===== src/rtl/parser_cfg_loader_if.sv =====
// Control AXI-Stream bundle used on both sides of the parser config loader.
// Master drives the beat, slave observes it; there is no backpressure (no tready).
interface parser_cfg_loader_if #(
    parameter int unsigned DATA_W = 512,
    parameter int unsigned USER_W = 128
) ();

    logic [DATA_W-1:0]   tdata;
    logic [USER_W-1:0]   tuser;
    logic [DATA_W/8-1:0] tkeep;
    logic                tvalid;
    logic                tlast;

    modport master (
        output tdata,
        output tuser,
        output tkeep,
        output tvalid,
        output tlast
    );

    modport slave (
        input tdata,
        input tuser,
        input tkeep,
        input tvalid,
        input tlast
    );

endinterface


===== src/rtl/parser_cfg_loader.sv =====
// Claims control packets addressed to this parser's action table and writes their payload
// beats to consecutive action-RAM entries; every other control packet is forwarded unchanged.
module parser_cfg_loader #(
    parameter int unsigned C_S_AXIS_DATA_WIDTH  = 512,
    parameter int unsigned C_S_AXIS_TUSER_WIDTH = 128,
    parameter int unsigned PARSE_ACT_RAM_WIDTH  = 167,
    parameter logic [3:0]  PARSER_ID            = 4'd0,
    parameter logic [3:0]  RESOURCE_ID          = 4'd2,
    parameter int unsigned NUM_ENTRIES          = 32,
    parameter int unsigned ADDR_W               = 5
) (
    input  logic                           axis_clk,
    input  logic                           areset,

    parser_cfg_loader_if.slave             c_s_axis,
    parser_cfg_loader_if.master            c_m_axis,

    output logic                           ram_wr_en,
    output logic [ADDR_W-1:0]              ram_wr_addr,
    output logic [PARSE_ACT_RAM_WIDTH-1:0] ram_wr_data,

    output logic                           cfg_done,
    output logic                           cfg_err,
    output logic [15:0]                    cfg_pkt_cnt
);

    localparam int unsigned W      = C_S_AXIS_DATA_WIDTH;
    localparam int unsigned KeepW  = W / 8;
    localparam int unsigned ModLsb = W - 132;
    localparam int unsigned ResLsb = W - 136;
    localparam int unsigned IdxLsb = W - 141;
    // Wide enough for 0..32 so the pointer can park one past the last entry.
    localparam int unsigned PtrW   = 6;

    localparam logic [PtrW-1:0] NumEntries = PtrW'(NUM_ENTRIES);

    typedef enum logic [1:0] {
        StIdle    = 2'd0,
        StWrite   = 2'd1,
        StFwd     = 2'd2,
        StDropHdr = 2'd3
    } state_e;

    state_e                         state_q;
    logic [PtrW-1:0]                wr_ptr_q;

    logic [W-1:0]                   fwd_data_q;
    logic [C_S_AXIS_TUSER_WIDTH-1:0] fwd_user_q;
    logic [KeepW-1:0]               fwd_keep_q;
    logic                           fwd_valid_q;
    logic                           fwd_last_q;

    logic                           wr_en_q;
    logic [ADDR_W-1:0]              wr_addr_q;
    logic [PARSE_ACT_RAM_WIDTH-1:0] wr_data_q;

    logic                           done_q;
    logic                           err_q;
    logic [15:0]                    pkt_cnt_q;

    logic [3:0]      hdr_mod;
    logic [3:0]      hdr_res;
    logic [4:0]      hdr_idx;
    logic            hdr_claim;
    logic            ptr_in_range;
    logic [PtrW-1:0] ptr_next;

    always_comb begin
        hdr_mod      = c_s_axis.tdata[ModLsb +: 4];
        hdr_res      = c_s_axis.tdata[ResLsb +: 4];
        hdr_idx      = c_s_axis.tdata[IdxLsb +: 5];
        hdr_claim    = (hdr_mod == PARSER_ID) && (hdr_res == RESOURCE_ID);
        ptr_in_range = (wr_ptr_q < NumEntries);
        // Saturate at the table depth so an overrun never wraps back onto live entries.
        ptr_next     = ptr_in_range ? (wr_ptr_q + PtrW'(1)) : NumEntries;
    end

    always_ff @(posedge axis_clk) begin
        if (areset) begin
            state_q     <= StIdle;
            wr_ptr_q    <= '0;
            fwd_data_q  <= '0;
            fwd_user_q  <= '0;
            fwd_keep_q  <= '0;
            fwd_valid_q <= 1'b0;
            fwd_last_q  <= 1'b0;
            wr_en_q     <= 1'b0;
            wr_addr_q   <= '0;
            wr_data_q   <= '0;
            done_q      <= 1'b0;
            err_q       <= 1'b0;
            pkt_cnt_q   <= '0;
        end else begin
            fwd_data_q  <= '0;
            fwd_user_q  <= '0;
            fwd_keep_q  <= '0;
            fwd_valid_q <= 1'b0;
            fwd_last_q  <= 1'b0;
            wr_en_q     <= 1'b0;
            done_q      <= 1'b0;

            if (c_s_axis.tvalid) begin
                unique case (state_q)
                    StIdle: begin
                        if (hdr_claim) begin
                            if (c_s_axis.tlast) begin
                                done_q    <= 1'b1;
                                pkt_cnt_q <= pkt_cnt_q + 16'd1;
                            end else begin
                                wr_ptr_q <= PtrW'(hdr_idx);
                                state_q  <= StWrite;
                            end
                        end else begin
                            fwd_data_q  <= c_s_axis.tdata;
                            fwd_user_q  <= c_s_axis.tuser;
                            fwd_keep_q  <= c_s_axis.tkeep;
                            fwd_valid_q <= 1'b1;
                            fwd_last_q  <= c_s_axis.tlast;
                            if (!c_s_axis.tlast) begin
                                state_q <= StFwd;
                            end
                        end
                    end

                    StWrite: begin
                        if (ptr_in_range) begin
                            wr_en_q   <= 1'b1;
                            wr_addr_q <= wr_ptr_q[ADDR_W-1:0];
                            wr_data_q <= c_s_axis.tdata[PARSE_ACT_RAM_WIDTH-1:0];
                        end else begin
                            err_q <= 1'b1;
                        end
                        wr_ptr_q <= ptr_next;
                        if (c_s_axis.tlast) begin
                            done_q    <= 1'b1;
                            pkt_cnt_q <= pkt_cnt_q + 16'd1;
                            state_q   <= StIdle;
                        end
                    end

                    StFwd: begin
                        fwd_data_q  <= c_s_axis.tdata;
                        fwd_user_q  <= c_s_axis.tuser;
                        fwd_keep_q  <= c_s_axis.tkeep;
                        fwd_valid_q <= 1'b1;
                        fwd_last_q  <= c_s_axis.tlast;
                        if (c_s_axis.tlast) begin
                            state_q <= StIdle;
                        end
                    end

                    // Reserved encoding: recover to header decode.
                    default: begin
                        state_q <= StIdle;
                    end
                endcase
            end
        end
    end

    assign c_m_axis.tdata  = fwd_data_q;
    assign c_m_axis.tuser  = fwd_user_q;
    assign c_m_axis.tkeep  = fwd_keep_q;
    assign c_m_axis.tvalid = fwd_valid_q;
    assign c_m_axis.tlast  = fwd_last_q;

    assign ram_wr_en   = wr_en_q;
    assign ram_wr_addr = wr_addr_q;
    assign ram_wr_data = wr_data_q;

    assign cfg_done    = done_q;
    assign cfg_err     = err_q;
    assign cfg_pkt_cnt = pkt_cnt_q;

endmodule


===== src/flat_wrapper.sv =====
// flat-port wrapper written by rule: the top's interface ports become plain ports
module parser_cfg_loader_flat 
#(
    parameter int unsigned C_S_AXIS_DATA_WIDTH  = 512,
    parameter int unsigned C_S_AXIS_TUSER_WIDTH = 128,
    parameter int unsigned PARSE_ACT_RAM_WIDTH  = 167,
    parameter logic [3:0]  PARSER_ID            = 4'd0,
    parameter logic [3:0]  RESOURCE_ID          = 4'd2,
    parameter int unsigned NUM_ENTRIES          = 32,
    parameter int unsigned ADDR_W               = 5
)
  (axis_clk, areset, ram_wr_en, ram_wr_addr, ram_wr_data, cfg_done, cfg_err, cfg_pkt_cnt, c_s_axis_tdata, c_s_axis_tuser, c_s_axis_tkeep, c_s_axis_tvalid, c_s_axis_tlast, c_m_axis_tdata, c_m_axis_tuser, c_m_axis_tkeep, c_m_axis_tvalid, c_m_axis_tlast);
  parser_cfg_loader_if #(.DATA_W((512)), .USER_W((128))) c_s_axis_i ();
  parser_cfg_loader_if #(.DATA_W((512)), .USER_W((128))) c_m_axis_i ();
  input  logic axis_clk;
  input  logic areset;
  output logic ram_wr_en;
  output logic [ADDR_W-1:0] ram_wr_addr;
  output logic [PARSE_ACT_RAM_WIDTH-1:0] ram_wr_data;
  output logic cfg_done;
  output logic cfg_err;
  output logic [15:0] cfg_pkt_cnt;
  input wire logic [$bits(c_s_axis_i.tdata)-1:0] c_s_axis_tdata;
  input wire logic [$bits(c_s_axis_i.tuser)-1:0] c_s_axis_tuser;
  input wire logic [$bits(c_s_axis_i.tkeep)-1:0] c_s_axis_tkeep;
  input wire logic [$bits(c_s_axis_i.tvalid)-1:0] c_s_axis_tvalid;
  input wire logic [$bits(c_s_axis_i.tlast)-1:0] c_s_axis_tlast;
  output wire logic [$bits(c_m_axis_i.tdata)-1:0] c_m_axis_tdata;
  output wire logic [$bits(c_m_axis_i.tuser)-1:0] c_m_axis_tuser;
  output wire logic [$bits(c_m_axis_i.tkeep)-1:0] c_m_axis_tkeep;
  output wire logic [$bits(c_m_axis_i.tvalid)-1:0] c_m_axis_tvalid;
  output wire logic [$bits(c_m_axis_i.tlast)-1:0] c_m_axis_tlast;
  assign c_s_axis_i.tdata = c_s_axis_tdata;
  assign c_s_axis_i.tuser = c_s_axis_tuser;
  assign c_s_axis_i.tkeep = c_s_axis_tkeep;
  assign c_s_axis_i.tvalid = c_s_axis_tvalid;
  assign c_s_axis_i.tlast = c_s_axis_tlast;
  assign c_m_axis_tdata = c_m_axis_i.tdata;
  assign c_m_axis_tuser = c_m_axis_i.tuser;
  assign c_m_axis_tkeep = c_m_axis_i.tkeep;
  assign c_m_axis_tvalid = c_m_axis_i.tvalid;
  assign c_m_axis_tlast = c_m_axis_i.tlast;
  parser_cfg_loader #(.C_S_AXIS_DATA_WIDTH(C_S_AXIS_DATA_WIDTH), .C_S_AXIS_TUSER_WIDTH(C_S_AXIS_TUSER_WIDTH), .PARSE_ACT_RAM_WIDTH(PARSE_ACT_RAM_WIDTH), .PARSER_ID(PARSER_ID), .RESOURCE_ID(RESOURCE_ID), .NUM_ENTRIES(NUM_ENTRIES), .ADDR_W(ADDR_W)) u_core (.axis_clk(axis_clk), .areset(areset), .c_s_axis(c_s_axis_i), .c_m_axis(c_m_axis_i), .ram_wr_en(ram_wr_en), .ram_wr_addr(ram_wr_addr), .ram_wr_data(ram_wr_data), .cfg_done(cfg_done), .cfg_err(cfg_err), .cfg_pkt_cnt(cfg_pkt_cnt));
endmodule

===== config.mk =====
export PLATFORM = sky130hd
export DESIGN_NAME = parser_cfg_loader_flat
export DESIGN_NICKNAME = d
export VERILOG_FILES = /design/src/rtl/parser_cfg_loader_if.sv /design/src/rtl/parser_cfg_loader.sv /design/src/flat_wrapper.sv
export SDC_FILE = /design/constraint.sdc
export NUM_CORES = 1
export LEC_CHECK = 0
export CAP_MARGIN = 30
export CELL_PAD_IN_SITES_DETAIL_PLACEMENT = 1
export CELL_PAD_IN_SITES_GLOBAL_PLACEMENT = 2
export CORE_AREA = 2 2 626 628
export CTS_CLUSTER_DIAMETER = 200
export DETAILED_ROUTE_END_ITERATION = 6
export DIE_AREA = 0 0 628 630
export PLACE_DENSITY = 0.41
export SYNTH_ARGS = -nofsm -noshare
export SYNTH_HDL_FRONTEND = slang
export SYNTH_SLANG_ARGS = --single-unit

===== constraint.sdc =====
create_clock -name axis_clk -period 2.3 [get_ports axis_clk]
set_input_delay 0.345 -clock axis_clk [delete_from_list [all_inputs] [get_ports axis_clk]]
set_output_delay 0.345 -clock axis_clk [all_outputs]
set_load 0.03 [all_outputs]

==> key figures <==
Status
  – Status: finished clean

Logic synthesis
  – Compound-Gate Fraction of Synth Area: 4.216%
  – Post-synth EDFFs: 0
  – XOR/XNOR Fraction of Synth Area: 0.03312%
  – Cells after Synth: 2408
  – Post-Syn Area: 0.02645 mm2
  – Mux contribution to synthesized area: 0.4495%
  – Yosys reg bits: 905
  – Post-synthesis sequential area ratio: 68.51%
  – Syn_nets: 3121
  – Simple logic cell fraction of the synthesized area: 23.29%
  – Largest family of logic cells by synthesized area: simple AND/OR/NAND/NOR gates
  – Synth unique cells: 45
  – Yosys warnings: 0
  – Ys async rst share: 0%
  – Synth Flop Type: dfxtp_1
  – Mean Syn Cell Area: 10.98 um2
  – Adder-cell share of the synthesized area: 0.2366%

Clocking
  – Clock transition at path regs: 0.06 ns
  – Inserted Clock Buffers: 140
  – Clk buf depth: 4
  – Clock net sink count: 905
  – Clk Latency, worst-skew pair: 0.82 ns
  – Root Buffer: clkbuf_16
  – CTS tree: yes
  – H-tree levels: 4

Critical path
  – Critical Path End Type: output port
  – Crit-path cells: clkdlybuf4s50_1
  – CP arrival: 1.85 ns
  – Crit path launch type: flop
  – Worst-path maximum fanout: 2
  – Crit path kind: reg2out
  – CP Data Required Time: 1.96 ns
  – CP max stage delay: 0.69 ns
  – CP max-delay cell: clkdlybuf4s50_1
  – Worst path bufs/invs: 1
  – Critical path's top delay family: buffers and inverters

Finish
  – Share of layout cells above drive strength 1: 10.81%
  – Non-filler cells, final: 9604
  – Nets: 4999
  – Layout area overhead: 108.2%
  – Final instance area: 0.05506 mm2
  – Core Util, Final: 14.18%

Timing
  – Worst-Margin Slew: 0.7701 ns
  – Slew margin rel.: 48.87%
  – Slew Limit Fails: 0
  – Crit path time final: 2.192 ns
  – Setup violations, final: 0
  – Max Clock Freq: 456.2 MHz
  – Fin. Hold Viols: 0
  – Period utilisation layout: 95.30%
  – Total Neg Setup Slack: 0 ns
  – Clk_skew: 0.06163 ns

Power and ir drop
  – PD cells: 803.4 mW/mm2
  – Leak pwr: 0.02165 uW
  – Peak supply drop: 0.4789 mV
  – Final Power: 44230 uW

Floorplan
  – Row cnt: 229
  – I/O Pins: 1605
  – Total core area: 0.3882 mm2
  – Starting Density: 6.812%
  – Die area: 0.3956 mm2
  – Die Span Y: 630 um
  – Die W: 628 um

Placed design
  – RePlAce Congestion: 0.8664
  – Placed cells: 9179
  – DPL Wire Length: 229.1 mm
  – Port Buf Inserts: 1604
  – Placed Area: 0.04913 mm2

GRT
  – GRT Residual Overflow: 0
  – Vias in the first global route: 26.74k
  – Initial antenna violation count: 210
  – Largest net degree at the start of global routing: 88
  – Global Route Usage Sum: 12.94%
  – First-pass GRT wire length: 329.3 mm

Drt
  – Vias per std cell: 2.614
  – Routed length per instance: 27.60 um
  – Antenna-violating nets left: 0
  – Starting DRT DRC Count: 860
  – Routed wire length: 265.0 mm
  – Drt pass-1 iters: 4
  – DRC viols: 0
  – Total number of vias: 25.11k

Run
  – Max-Cap Viols: 0

Hold path
  – Min-Delay Path Class: in2reg
layer usage:
metal	vias to the layer above	part of all wire, %	global-route usage, %
li1	11334	-	-
met3	472	8.4	4.973
met5	-	0.048	0
met2	1223	51	23.50
met4	20	2.1	2.255
met1	12056	39	14.32
synth_stat cells (all sizes together) (2+ instances only):
library cell	n	area, um2
a211oi	2	15.01
a21oi	182	910.9
a311oi	2	17.52
a31oi	2	18.77
and2	705	4410
and3	5	31.28
and3b	2	17.52
buf	57	498.0
clkbuf	85	331.6
dfxtp	905	18120
ha	5	62.56
inv	9	33.78
mux2	7	78.83
mux2i	4	40.04
nand2	353	1325
nand2b	3	18.77
nand3	6	30.03
nand4	2	12.51
nor2	19	71.32
nor2b	9	56.30
nor3	6	30.03
nor3b	2	15.01
nor4b	3	41.29
o21ai	5	25.02
o31ai	6	45.04
or3	4	25.02
or4	5	37.54
cells by family (layout without fill, tap and decap cells):
logic type,Yosys count,after routing
flip-flops,905,905
adder cells (fa/ha/maj),5,5
buffers and inverters,151,2128
AND/OR/NAND/NOR,1127,1127
other,0,22
multiplexers,11,11
XOR/XNOR,1,1
AO/OA/AOI/OAI,208,208
report_power, final:
group / leakage, uW / switching [uW] / internal [uW]
Combinational: 0.0120 / 2940 / 2430
Clock: 0.00225 / 9040 / 13300
Sequential: 0.00739 / 265 / 16300
layout make-up:
type / instances / area [um2]
antenna: 22 / 55.05
clock buffer: 187 / 3880
clock inverter: 54 / 743.2
fill: 44901 / 333200
inverter: 9 / 33.78
multi-input combinational: 1352 / 7531
sequential: 905 / 18120
tap: 5197 / 6502
timing repair buffer: 1878 / 18190
placed cells by master, fill, tap and decap left out, drive strengths merged, types with 6 or more instances in the layout:
| cell | count |
|---|---|
| dfxtp | 905 |
| dlygate4sd2 | 421 |
| dlygate4sd3 | 156 |
| clkbuf | 188 |
| nor2b | 9 |
| mux2 | 7 |
| nand3 | 6 |
| nor2 | 19 |
| and2 | 705 |
| diode | 22 |
| o31ai | 6 |
| nor3 | 6 |
| inv | 16 |
| bufinv | 12 |
| clkdlybuf4s15 | 6 |
| clkinvlp | 7 |
| buf | 231 |
| nand2 | 353 |
| clkdlybuf4s50 | 1061 |
| clkinv | 28 |
| a21oi | 182 |
registers in the layout (all words and copies together) (netlist names):
register / cells
u_core.ram_wr_addr: 5
u_core.cfg_err: 1
u_core.c_m_axis.tuser: 128
u_core.ram_wr_data: 167
u_core.c_m_axis.tlast: 1
u_core.c_m_axis.tdata: 512
u_core.c_m_axis.tvalid: 1
u_core.ram_wr_en: 1
u_core.wr_ptr_q: 6
u_core.cfg_done: 1
u_core.c_m_axis.tkeep: 64
u_core.cfg_pkt_cnt: 16
u_core.state_q: 2
path summary, 6_finish.rpt:
check	from	end	slack (ns)	depth (start not counted)
setup / recovery	u_core.ram_wr_data[72]$_SDFFE_PP0P_	ram_wr_data[72]	0.11	1
hold / removal	c_s_axis_tdata[470]	u_core.c_m_axis.tdata[470]$_SDFF_PP0_	0.11	2
setup reg to reg	u_core.state_q[0]$_SDFFE_PP0P_	u_core.c_m_axis.tdata[211]$_SDFF_PP0_	0.12	9
hold reg to reg	u_core.ram_wr_data[144]$_SDFFE_PP0P_	u_core.ram_wr_data[144]$_SDFFE_PP0P_	0.45	2
per-stage QoR:
stage / hold slack (ns) / worst slack, ns
CTS: 0.00004247 / 0.0009306
detailed placement: 0.4497 / -0.4582
global route: 0.03291 / -0.0004363
global placement: 0.4451 / -0.4353
finish: 0.1080 / 0.1081
floorplan: 0.4584 / 0.4729
what timing repair did:
item,4_1_cts,5_1_grt
pin swaps,0,2
gates cloned,0,1
endpoints found under the setup margin,670,156
gates resized for setup,438,21
hold buffers,156,0
hold endpoints to repair,157,0
setup buffers,2,3
Note: power is estimated with default switching activity, not from simulation.
